`src/rtl/run_ctrl_if.sv`:
```
// Handshake bundle between the run controller and the block that drives it.
// With RUN_CTRL_BP_EN defined, the bundle also carries the breakpoint signals.
interface run_ctrl_if #(
    parameter int CNT_W = 8,
    parameter int PC_W  = 8
);
    logic             change;
    logic             step;
    logic [CNT_W-1:0] step_count;
    logic             work;
    logic             halted;
    logic             step_done;
    logic [CNT_W-1:0] remaining;
`ifdef RUN_CTRL_BP_EN
    logic [PC_W-1:0]  pc;
    logic [PC_W-1:0]  bp_addr;
    logic             bp_en;
    logic             bp_hit;
`endif

    modport master (
        output change, step, step_count,
`ifdef RUN_CTRL_BP_EN
        output pc, bp_addr, bp_en,
        input  bp_hit,
`endif
        input  work, halted, step_done, remaining
    );

    modport slave (
        input  change, step, step_count,
`ifdef RUN_CTRL_BP_EN
        input  pc, bp_addr, bp_en,
        output bp_hit,
`endif
        output work, halted, step_done, remaining
    );
endinterface

```
`src/rtl/run_ctrl.sv`:
```
// Run/halt/step controller that produces the datapath work enable.
// Define RUN_CTRL_BP_EN to add the PC breakpoint (pc, bp_addr, bp_en, bp_hit).
module run_ctrl #(
    parameter int CNT_W = 8,
    parameter int PC_W  = 8
) (
    input  logic         clk,
    input  logic         rst,
    run_ctrl_if.slave    bus
);
    typedef enum logic [1:0] {HALT, RUN, STEP} state_t;

    state_t           state;
    logic [CNT_W-1:0] counter;
    logic             change_q, step_q;
    logic             done_q;
    logic             chg_ev, stp_ev, bp_trip;

    assign chg_ev = bus.change & ~change_q;
    assign stp_ev = bus.step & ~step_q;

`ifdef RUN_CTRL_BP_EN
    logic [PC_W-1:0] pc_cmp;
    logic            hit_q;
    assign pc_cmp     = bus.pc ^ bus.bp_addr;
    // HALT never compares, so change can resume while pc still sits on bp_addr.
    assign bp_trip    = (state != HALT) && bus.bp_en && (pc_cmp == '0);
    assign bus.bp_hit = hit_q;
`else
    assign bp_trip = 1'b0;
`endif

    always_ff @(posedge clk or negedge rst) begin
        if (!rst) begin
            state    <= HALT;
            counter  <= '0;
            change_q <= 1'b0;
            step_q   <= 1'b0;
            done_q   <= 1'b0;
        end else begin
            change_q <= bus.change;
            step_q   <= bus.step;
            done_q   <= 1'b0;
            if (bp_trip) begin
                state   <= HALT;
                counter <= '0;
            end else begin
                case (state)
                    HALT: begin
                        if (chg_ev) begin
                            state <= RUN;
                        end else if (stp_ev) begin
                            state   <= STEP;
                            counter <= (bus.step_count == '0) ? CNT_W'(1) : bus.step_count;
                        end
                    end
                    RUN: begin
                        if (chg_ev) state <= HALT;
                    end
                    STEP: begin
                        // Normal completion outranks an abort landing on the last cycle.
                        if (counter == CNT_W'(1)) begin
                            state   <= HALT;
                            counter <= '0;
                            done_q  <= 1'b1;
                        end else if (chg_ev) begin
                            state   <= RUN;
                            counter <= '0;
                        end else begin
                            counter <= counter - CNT_W'(1);
                        end
                    end
                    default: begin
                        state   <= HALT;
                        counter <= '0;
                    end
                endcase
            end
        end
    end

`ifdef RUN_CTRL_BP_EN
    always_ff @(posedge clk or negedge rst) begin
        if (!rst) hit_q <= 1'b0;
        else      hit_q <= bp_trip;
    end
`endif

    assign bus.work      = (state == RUN) || (state == STEP);
    assign bus.halted    = (state == HALT);
    assign bus.remaining = (state == STEP) ? counter : '0;
    assign bus.step_done = done_q;
endmodule
```
`src/flat_wrapper.sv`:
```
// flat-port wrapper written by rule: the top's interface ports become plain ports
module run_ctrl_flat 
#(
    parameter int CNT_W = 8,
    parameter int PC_W  = 8
)
  (clk, rst, bus_change, bus_step, bus_step_count, bus_work, bus_halted, bus_step_done, bus_remaining);
  run_ctrl_if #(.CNT_W(CNT_W), .PC_W(PC_W)) bus_i ();
  input  logic clk;
  input  logic rst;
  input wire logic [$bits(bus_i.change)-1:0] bus_change;
  input wire logic [$bits(bus_i.step)-1:0] bus_step;
  input wire logic [$bits(bus_i.step_count)-1:0] bus_step_count;
  output wire logic [$bits(bus_i.work)-1:0] bus_work;
  output wire logic [$bits(bus_i.halted)-1:0] bus_halted;
  output wire logic [$bits(bus_i.step_done)-1:0] bus_step_done;
  output wire logic [$bits(bus_i.remaining)-1:0] bus_remaining;
  assign bus_i.change = bus_change;
  assign bus_i.step = bus_step;
  assign bus_i.step_count = bus_step_count;
  assign bus_work = bus_i.work;
  assign bus_halted = bus_i.halted;
  assign bus_step_done = bus_i.step_done;
  assign bus_remaining = bus_i.remaining;
  run_ctrl #(.CNT_W(CNT_W), .PC_W(PC_W)) u_core (.clk(clk), .rst(rst), .bus(bus_i));
endmodule
```
`config.mk`:
```
export PLATFORM = sky130hd
export DESIGN_NAME = run_ctrl_flat
export DESIGN_NICKNAME = d
export VERILOG_FILES = /design/src/rtl/run_ctrl_if.sv /design/src/rtl/run_ctrl.sv /design/src/flat_wrapper.sv
export SDC_FILE = /design/constraint.sdc
export NUM_CORES = 1
export LEC_CHECK = 0
export ABC_AREA = 0
export CAP_MARGIN = 40
export CORE_MARGIN = 3
export CORE_UTILIZATION = 51
export DETAILED_ROUTE_END_ITERATION = 7
export PLACE_DENSITY = 0.84
export SLEW_MARGIN = 5
export SYNTH_ARGS = -nofsm -noshare
export SYNTH_HDL_FRONTEND = slang
export SYNTH_SLANG_ARGS = --single-unit
```
`constraint.sdc`:
```
create_clock -name clk -period 2.9 [get_ports clk]
set_input_delay 0.435 -clock clk [delete_from_list [all_inputs] [get_ports clk]]
set_output_delay 0.435 -clock clk [all_outputs]
set_load 0.05 [all_outputs]
```
==> results.cfg <==
[power_and_ir_drop]
comb_power_share_pct = 61.0
pwr-share-seq_pct = 28.8
p_int_w = 0.000586
swShare_pct = 51.0
vdd_drop_max_mv = 0.649
power.total_w = 0.00119
clockPowerShare_pct = 10.1
p_per_area_mw_per_mm2 = 1020
p_switching_w = 0.000609
p_leak_nw = 0.479

[global_routing]
grt_pass1_wl_mm = 3.73
antenna_found_initial = 0
grt_overflow_total = 0
grt_max_degree = 14
grt_pass1_vias = 833
track_usage_pct = 19.9

[route]
drc = 0
num_vias = 877
wirelength_mm = 2.17
detail_route.vias_per_cell = 6.13
initialDrtViolationCount = 46
drt_pre_antenna_iters = 4
drt-wirelength-per-cell_um = 15.1
ant_nets = 0

[yosys]
syn_avg_cell_area_um2 = 9.42
yosysUniqueCellTypes = 39
synthCells = 97
ys.warnings.count = 0
synth_ff_type = dfrtp_1
syn_nets = 114
ys_seq_area_share_pct = 35.6
syn-cell-area_um2 = 913
synth_largest_area_cell = dfrtp_1
yosysTopAreaCellShare_pct = 35.6
synth_edf_count = 0
ys_top_cells_by_area = dfrtp_1, ha_1, and2_1
synthTopCellsByCount = dfrtp_1, o21ai_0, and2_1
synth-seq-cells = 13
yosys.cell_count.top_type = dfrtp_1
ys_async_sr_fraction_pct = 100

[setup_path]
cp.required_ps = 2470
worst_setup_path_end_kind = output port
crit_fanout = 11
r2r-start = u_core.counter[1]
critical_path.startpoint_type = flip-flop
worstPathArrival_ps = 2090
crit_type = flip-flop to output port
rr_endpoint = u_core.counter[2]
startpoint = u_core.state[0]
reg2reg_depth = 6
rrSetupSlack_ps = 960

[timing]
fmax_mhz = 396
period_share_pct = 87.2
worst_pin_slew_ps = 612
maxSlewViolCount = 0
final-hold-violation-count = 0
rsz0062_at_grt = false
final.setup.tns_ps = 0
slew_headroom_pct = 59.1
fin_crit_ps = 2530
setup_viol_count_final = 0
clock_skew_ps = 2.73

[floorplanning]
rows = 14
dieHeight_um = 48.3
core_area_mm2 = 0.00159
start_util_pct = 57.3
die_area_mm2 = 0.00233
die_width_um = 48.3
num_io_pins = 23

[place]
dp_hpwl_mm = 1.63
gp_congestion = 0.948
port_buffers = 22

[job]
maxCapViolCount = 0

[clocking]
cts_tree = done
clkLatencyLatePin_ps = 290
numCtsBuffers = 3
cts.sinks = 13
cts.reportedPaths.clkPinSlew_ps = 90
h-tree-depth = 1
cts_resized = 0
cts_buffer_depth = 2
cts-root-buf = clkbuf_4
cts-hold-fix-buffers = 0
cts_setup_buffers = 0

[layout]
finish.net_count = 137
antenna_cells = 0
layout-area-overhead-vs-synth_pct = 27.8
drive_above_1_share_pct = 8.40

[outcome]
run_status = finished, final reports clean

[hold_path]
hold_class = input pin to async pin
## final cells by class
type                            count  area (um^2)
Multi-Input combinational cell     74          543
Fill cell                         107          427
Sequential cell                    13          325
Timing Repair Buffer               22          220
Tap cell                           24         30.0
Clock buffer                        4         26.3
Inverter                            6         22.5
## layout by cell type, fill, tap and decap left out, drive strengths merged, types with 4 or more instances in the layout
master,instances
clkbuf,4
nand2,7
and2,8
clkdlybuf4s50,22
dfrtp,13
inv,6
nor4,5
ha,5
o21ai,9
o211ai,4
## worst max path at each step
stage	to	slack [ps]
after floorplan	u_core.counter[7]	970
after global placement	bus_remaining[3]	710
after detailed placement	bus_remaining[1]	690
after CTS	bus_remaining[1]	370
after global routing	bus_remaining[3]	280
final	bus_remaining[1]	370
## registers in the layout, summed over array words and instances (netlist names)
name and count:
u_core.step_q 1, u_core.counter 8, u_core.bus.step_done 1, u_core.state 2, u_core.change_q 1
## power by group through the flow
stage | Sequential (W) | Combinational, W | Clock, W
3_3_place_gp | 0.000339 | 0.000711 | 0
2_1_floorplan | 0.000318 | 0.000570 | 0
6_report | 0.000345 | 0.000729 | 0.000121
3_5_place_dp | 0.000344 | 0.000726 | 0
5_1_grt | 0.000357 | 0.000797 | 0.000132
4_1_cts | 0.000341 | 0.000728 | 0.000121
## per-stage QoR
step	std cells	worst slack [ps]	hold slack [ps]	cell area (um^2)	util (%)
final	143	372	525	1170	73.2
after global routing	143	284	551	1170	73.2
after CTS	143	368	551	1170	73.2
after detailed placement	139	690	540	1140	71.6
after global placement	139	708	528	1140	71.6
after floorplan	97	965	139	913	-
## kinds of logic (layout without fill, tap and decap cells)
group | after synthesis | after routing | synth area share (%)
AND/OR/NAND/NOR | 36 | 36 | 25.6
AO/OA/AOI/OAI | 30 | 30 | 24.1
flip-flops | 13 | 13 | 35.6
buffers and inverters | 10 | 32 | 4.93
adder cells (fa/ha/maj) | 5 | 5 | 6.85
XOR/XNOR | 3 | 3 | 2.88
## critical path, stage by stage, from the launching register on
cell	delay (ps)
dfrtp_1	410
inv_1	90
ha_1	330
and2_1	170
clkdlybuf4s50_1	800
## routing by layer
layer	vias up	share of wire [%]	global-route usage, %
li1	409	-	-
met4	0	1.0	9.00
met1	413	44	27.1
met3	3	8.6	3.68
met5	-	0	0
met2	52	46	30.7
No activity file was read; power rests on OpenSTA's default activity.
